**config.mk**
```make
export PLATFORM = sky130hd
export DESIGN_NAME = pe_net_interface
export DESIGN_NICKNAME = d
export VERILOG_FILES = /design/src/rtl/pe_net_interface.sv
export SDC_FILE = /design/constraint.sdc
export NUM_CORES = 2
export LEC_CHECK = 0
export BUFFER_PORTS_ARGS = -buffer_cell sky130_fd_sc_hd__clkbuf_2
export CAP_MARGIN = 20
export CORE_AREA = 2 2 461 463
export DETAILED_ROUTE_END_ITERATION = 7
export DIE_AREA = 0 0 463 465
export PLACE_DENSITY = 0.7
export SLEW_MARGIN = 0
export SYNTH_ARGS = -nofsm -noshare
export SYNTH_HDL_FRONTEND = slang
export SYNTH_SLANG_ARGS = --single-unit
```
**constraint.sdc**
```tcl
create_clock -name clk -period 21.3 [get_ports clk]
set_input_delay 4.26 -clock clk [delete_from_list [all_inputs] [get_ports clk]]
set_output_delay 4.26 -clock clk [all_outputs]
set_load 0.01 [all_outputs]
```
**src/rtl/pe_net_interface.sv**
```systemverilog
// PE-side network interface for the Hoplite 3D router: TX queue with hold-and-retry
// injection, RX queue absorbing up to three ejects per cycle. Optional stats: NIC_STATS_EN.
module pe_net_interface #(
    parameter int FLIT_SIZE = 128,
    parameter int TX_DEPTH  = 4,
    parameter int RX_DEPTH  = 8,
    parameter int CNT_WIDTH = 16
) (
    input  logic                 clk,
    input  logic                 rst,
    input  logic                 tx_valid,
    input  logic [FLIT_SIZE-1:0] tx_flit,
    output logic                 tx_ready,
    output logic                 pe_in_valid,
    output logic [FLIT_SIZE-1:0] pe_input,
    input  logic                 injection_success,
    input  logic [FLIT_SIZE-1:0] x_eject,
    input  logic [FLIT_SIZE-1:0] y_eject,
    input  logic [FLIT_SIZE-1:0] z_eject,
    input  logic                 x_eject_valid,
    input  logic                 y_eject_valid,
    input  logic                 z_eject_valid,
    output logic                 rx_valid,
    output logic [FLIT_SIZE-1:0] rx_flit,
    input  logic                 rx_ready,
    output logic                 rx_overflow
`ifdef NIC_STATS_EN
    ,
    output logic [CNT_WIDTH-1:0] tx_sent_cnt,
    output logic [CNT_WIDTH-1:0] tx_retry_cnt,
    output logic [CNT_WIDTH-1:0] rx_recv_cnt,
    output logic [CNT_WIDTH-1:0] rx_drop_cnt
`endif
);

    localparam int TA_W = $clog2(TX_DEPTH);
    localparam int RA_W = $clog2(RX_DEPTH);
    localparam logic [TA_W:0] TX_FULL = (TA_W + 1)'(TX_DEPTH);
    localparam logic [RA_W:0] RX_FULL = (RA_W + 1)'(RX_DEPTH);

    typedef enum logic [1:0] {
        IDLE  = 2'd0,
        OFFER = 2'd1,
        WAIT  = 2'd2
    } tx_state_t;

    function automatic logic [CNT_WIDTH-1:0] sat_add(input logic [CNT_WIDTH-1:0] cnt,
                                                     input logic [1:0]           inc);
        logic [CNT_WIDTH:0] sum;
        sum = {1'b0, cnt} + {{(CNT_WIDTH - 1){1'b0}}, inc};
        return sum[CNT_WIDTH] ? '1 : sum[CNT_WIDTH-1:0];
    endfunction

    // TX state
    logic [FLIT_SIZE-1:0] tx_mem_q [TX_DEPTH];
    logic [TA_W-1:0]      tx_wr_q, tx_wr_d, tx_rd_q, tx_rd_d;
    logic [TA_W:0]        tx_count_q, tx_count_d;
    tx_state_t            tx_state_q, tx_state_d;
    logic                 tx_push, tx_pop;

    // RX state
    logic [FLIT_SIZE-1:0] rx_mem_q [RX_DEPTH];
    logic [RA_W-1:0]      rx_wr_q, rx_wr_d, rx_rd_q, rx_rd_d;
    logic [RA_W:0]        rx_count_q, rx_count_d;
    logic                 rx_overflow_q, rx_overflow_d;
    logic [RA_W:0]        rx_free;
    logic [1:0]           rx_acc, rx_drop;
    logic                 rx_pop;
    logic [2:0]           rx_we;
    logic [RA_W-1:0]      rx_waddr [3];
    logic [FLIT_SIZE-1:0] ej_data  [3];
    logic [2:0]           ej_valid;

    always_comb begin
        tx_push    = tx_valid && (tx_count_q != TX_FULL);
        tx_pop     = (tx_state_q == WAIT) && injection_success;
        tx_wr_d    = tx_wr_q + TA_W'(tx_push);
        tx_rd_d    = tx_rd_q + TA_W'(tx_pop);
        tx_count_d = tx_count_q + (TA_W + 1)'(tx_push) - (TA_W + 1)'(tx_pop);
        tx_state_d = tx_state_q;
        // One offer per two cycles: the router sees a single-cycle request, then we wait for its ack.
        case (tx_state_q)
            IDLE:    if ((tx_count_q != '0) || tx_push) tx_state_d = OFFER;
            OFFER:   tx_state_d = WAIT;
            WAIT: begin
                if (injection_success) tx_state_d = (tx_count_d != '0) ? OFFER : IDLE;
                else                   tx_state_d = OFFER;
            end
            default: tx_state_d = IDLE;
        endcase
    end

    assign tx_ready    = !rst && (tx_count_q != TX_FULL);
    assign pe_in_valid = (tx_state_q == OFFER);
    assign pe_input    = (tx_count_q != '0) ? tx_mem_q[tx_rd_q] : '0;

    always_comb begin
        ej_data[0] = x_eject;
        ej_data[1] = y_eject;
        ej_data[2] = z_eject;
        ej_valid   = {z_eject_valid, y_eject_valid, x_eject_valid};
        // Space is judged at cycle start; a pop in this same cycle does not make room.
        rx_free    = RX_FULL - rx_count_q;
        rx_acc     = 2'd0;
        rx_drop    = 2'd0;
        for (int i = 0; i < 3; i++) begin
            rx_we[i]    = 1'b0;
            rx_waddr[i] = rx_wr_q;
            if (ej_valid[i]) begin
                if ((RA_W + 1)'(rx_acc) < rx_free) begin
                    rx_we[i]    = 1'b1;
                    rx_waddr[i] = rx_wr_q + RA_W'(rx_acc);
                    rx_acc      = rx_acc + 2'd1;
                end else begin
                    rx_drop = rx_drop + 2'd1;
                end
            end
        end
        rx_pop        = (rx_count_q != '0) && rx_ready;
        rx_wr_d       = rx_wr_q + RA_W'(rx_acc);
        rx_rd_d       = rx_rd_q + RA_W'(rx_pop);
        rx_count_d    = rx_count_q + (RA_W + 1)'(rx_acc) - (RA_W + 1)'(rx_pop);
        rx_overflow_d = rx_overflow_q || (rx_drop != 2'd0);
    end

    assign rx_valid    = (rx_count_q != '0);
    assign rx_flit     = rx_valid ? rx_mem_q[rx_rd_q] : '0;
    assign rx_overflow = rx_overflow_q;

    always_ff @(posedge clk) begin
        if (rst) begin
            tx_wr_q       <= '0;
            tx_rd_q       <= '0;
            tx_count_q    <= '0;
            tx_state_q    <= IDLE;
            rx_wr_q       <= '0;
            rx_rd_q       <= '0;
            rx_count_q    <= '0;
            rx_overflow_q <= 1'b0;
        end else begin
            tx_wr_q       <= tx_wr_d;
            tx_rd_q       <= tx_rd_d;
            tx_count_q    <= tx_count_d;
            tx_state_q    <= tx_state_d;
            rx_wr_q       <= rx_wr_d;
            rx_rd_q       <= rx_rd_d;
            rx_count_q    <= rx_count_d;
            rx_overflow_q <= rx_overflow_d;
        end
    end

    // Storage arrays carry no reset; the counts above define what is valid.
    always_ff @(posedge clk) begin
        if (tx_push) tx_mem_q[tx_wr_q] <= tx_flit;
        for (int i = 0; i < 3; i++) begin
            if (rx_we[i]) rx_mem_q[rx_waddr[i]] <= ej_data[i];
        end
    end

`ifdef NIC_STATS_EN
    logic [CNT_WIDTH-1:0] tx_sent_q, tx_sent_d, tx_retry_q, tx_retry_d;
    logic [CNT_WIDTH-1:0] rx_recv_q, rx_recv_d, rx_drop_q, rx_drop_d;

    always_comb begin
        tx_sent_d  = sat_add(tx_sent_q, {1'b0, tx_pop});
        tx_retry_d = sat_add(tx_retry_q, {1'b0, (tx_state_q == WAIT) && !injection_success});
        rx_recv_d  = sat_add(rx_recv_q, rx_acc);
        rx_drop_d  = sat_add(rx_drop_q, rx_drop);
    end

    always_ff @(posedge clk) begin
        if (rst) begin
            tx_sent_q  <= '0;
            tx_retry_q <= '0;
            rx_recv_q  <= '0;
            rx_drop_q  <= '0;
        end else begin
            tx_sent_q  <= tx_sent_d;
            tx_retry_q <= tx_retry_d;
            rx_recv_q  <= rx_recv_d;
            rx_drop_q  <= rx_drop_d;
        end
    end

    assign tx_sent_cnt  = tx_sent_q;
    assign tx_retry_cnt = tx_retry_q;
    assign rx_recv_cnt  = rx_recv_q;
    assign rx_drop_cnt  = rx_drop_q;
`endif

endmodule

```
==> flow_metrics.py <==
metrics = {
    "run_status": {
        "status": "complete, no violations",
    },
    "placement": {
        "gp_congestion": 0.839,
        "place_inst": 8238,
        "io_buffers": 779,
        "dp_hpwl_mm": 157,
    },
    "sta": {
        "setup-violations-final": 0,
        "max-slew-margin-rel_pct": 23.5,
        "timing.setup.tns_ns": 0,
        "final.period_utilization_pct": 47.5,
        "tightest_slew_ns": 1.15,
        "rsz0062_at_grt": "no",
        "slew_violations": 0,
        "worst_clock_skew_ns": 0.0271,
        "fin_crit_ns": 10.12,
        "fmaxAchievable_mhz": 98.8,
        "finalHoldViolCount": 0,
    },
    "drt": {
        "via_per_inst": 5.80,
        "drt-total-wl_mm": 261,
        "antenna_left": 0,
        "dr.first_iter.drc_count": 4675,
        "wl_per_cell_um": 30.2,
        "num_vias": 49965,
        "drcViolationCount": 0,
        "drt_pre_antenna_iters": 5,
    },
    "cts": {
        "cts-root-buf": "clkbuf_16",
        "cts.path.max_buffers": 3,
        "numCtsBuffers": 175,
        "cts_tree": "done",
        "clk_latency_ns": 0.83,
        "post_cts_buffers": 0,
        "htreeDepth": 4,
        "cts_resized": 0,
        "cts.sinks": 1556,
        "clk_pin_slew_ns": 0.06,
        "ctsHoldBuffers": 0,
    },
    "grt": {
        "grt_pass1_vias": 52196,
        "grt_max_degree": 129,
        "antenna_found_initial": 94,
        "grt_pass1_wl_mm": 375,
        "grt_usage_pct": 23.7,
        "grt.overflow.total": 0,
    },
    "floorplanning": {
        "die_area_mm2": 0.215,
        "core_area_mm2": 0.211,
        "die_h_um": 465,
        "die_x_um": 463,
        "io_pins": 780,
        "rows": 169,
        "start_util_pct": 39.8,
    },
    "worst_setup_path": {
        "worstSetupStartpointType": "register",
        "critPathMaxFanout": 41,
        "worstSetupPathType": "reg2out",
        "worst_path_largest_cell_delay_ns": 0.83,
        "crit_path_top_delay_cell": "buf_4",
        "critPathRequiredTime_ns": 17.04,
        "crit_path_cell_trace": "buf_4 -> buf_4 -> buf_4 -> buf_4 -> mux4_2 -> mux2i_1 -> nor2_1 -> clkbuf_2",
        "worstSetupEndpointType": "output pin",
        "cp.arrival_ns": 5.86,
        "critPathMostFrequentCell": "buf_4",
    },
    "logic_synthesis": {
        "syn_inst": 4901,
        "syn_avg_cell_area_um2": 17.1,
        "synth_edf_count": 1536,
        "async_reset_ff_share_pct": 0,
        "syn_nets": 5445,
        "synth.cell_area_mm2": 0.0838,
        "ys_seq_elements": 1556,
        "synth_top_family_by_area": "multiplexers",
        "synth_compound_area_share_pct": 0.321,
        "synth-main-ff-cell": "edfxtp_1",
        "synth_simple_gate_area_share_pct": 2.04,
        "synthAdderAreaFrac_pct": 0.394,
        "yosysSeqAreaShare_pct": 55.5,
        "synth.area.mux_share_pct": 39.3,
        "yosys_warnings": 0,
        "synth-xor-area-share_pct": 0.125,
        "synthDistinctLibCells": 49,
    },
    "cells_and_area": {
        "drive_gt1_share_pct": 62.3,
        "syn_to_final_growth_pct": 14.7,
        "fillers": 18243,
        "finalNonFillerCells": 8622,
        "nets": 6139,
    },
    "power": {
        "p_leak_uw": 0.0324,
        "peakVddDrop_mv": 0.179,
        "powerDensity_mw_per_mm2": 136,
    },
    "flow_run": {
        "maxCapViolCount": 0,
    },
    "hold_path": {
        "hp-class": "reg2reg",
    },
}
path summary, 6_finish.rpt:
check / startpoint / to / slack (ns) / cells past startpoint
worst min register to register: tx_state_q[0] / tx_state_q[0] / 0.44 / 1
worst min-delay path: tx_state_q[0] / tx_state_q[0] / 0.44 / 1
worst max register to register: rx_count_q[0] / rx_mem_q[3][69] / 14.64 / 16
worst max-delay path: rx_rd_q[0] / rx_flit[109] / 11.18 / 8
synth_stat cells, types with 6 or more instances:
cell type	instances	share of area (%)
clkbuf_1	92	0.41
nand3_1	6	0.036
inv_1	18	0.081
buf_6	20	0.27
mux2_2	2048	28
buf_1	51	0.23
mux4_2	384	10
buf_2	151	0.90
ha_1	20	0.30
mux2i_1	128	1.5
dfxtp_1	20	0.48
nand4_1	7	0.052
nor2b_1	143	1.1
edfxtp_1	1536	55
nor2_1	150	0.67
nand2_1	16	0.072
xnor2_1	8	0.084
a21oi_1	7	0.042
buf_4	44	0.39
cell families (layout without fill, tap and decap cells):
kind of cell,after synthesis,in the layout
buffers and inverters,376,1205
muxes,2560,2560
DFF,1556,1556
other,0,71
and+or+nand+nor,338,338
AOI/OAI and AO/OA,35,35
xor gates and xnor gates,12,12
adders and majority gates,24,24
state kept, by name, summed over array words and instances, names as in the netlist:
name / flops
rx_count_q: 4
rx_mem_q: 1024
rx_overflow: 1
rx_rd_q: 3
rx_wr_q: 3
tx_count_q: 3
tx_mem_q: 512
tx_rd_q: 2
tx_state_q: 2
tx_wr_q: 2
through the flow:
step | total power (uW) | hold WS [ns] | utilization (%) | setup WS (ns) | area, um2
floorplan | 8620 | 0.414 | - | 0.897 | 83800
global route | 13600 | 0.484 | 45.6 | 10.72 | 96100
finish | 13100 | 0.444 | 45.6 | 11.18 | 96100
global placement | 10200 | 0.437 | 42.9 | 11.15 | 90500
detailed placement | 10300 | 0.439 | 42.9 | 11.29 | 90500
CTS | 13200 | 0.448 | 45.5 | 10.91 | 95900
placed cells by master (no fill, tap or decap), types with 5 or more instances in the layout:
master	n
inv_1	18
clkbuf_1	45
mux2i_1	128
buf_4	88
dfxtp_1	15
nand4_1	7
clkinv_2	20
buf_12	7
clkinv_1	39
clkbuf_16	177
mux2_2	2048
nor2b_1	143
bufinv_16	9
nor2_1	148
xnor2_1	8
diode_2	71
mux4_2	384
dfxtp_4	5
clkbuf_2	779
ha_1	20
edfxtp_1	1536
nand2_1	12
report_power, final:
group / total (uW) / leakage, uW / internal, uW / switching (uW)
clock: 2930 / 0.00265 / 1650 / 1280
sequential: 4900 / 0.0143 / 4660 / 238
combinational: 5280 / 0.0155 / 2160 / 3110
total: 13100 / 0.0324 / 8470 / 4630
critical path: cells and delay by family, from the launching register on:
kind | cells | cell delay, ns
buffers and inverters | 5 | 3.14
muxes | 2 | 0.94
DFF | 1 | 0.59
and+or+nand+nor | 1 | 0.20
layout make-up:
cell class | instances | area (um2) | share of cell area, %
multi-input combinational | 2969 | 35600 | 37.1
antenna | 71 | 178 | 0.185
clock inverter | 87 | 835 | 0.868
sequential | 1556 | 46500 | 48.4
inverter | 18 | 67.6 | 0.0703
timing repair buffer | 875 | 4730 | 4.92
tap | 2821 | 3530 | 3.67
clock buffer | 225 | 4640 | 4.83
metal layers:
layer | share of wire (%) | track usage [%] | vias to the layer above
li1 | - | - | 21287
met1 | 38 | 29.0 | 26112
met2 | 49 | 39.3 | 2023
met3 | 8.6 | 7.01 | 471
met4 | 3.5 | 9.37 | 72
met5 | 0.17 | 0 | -
(Power assumes the default switching activity.)
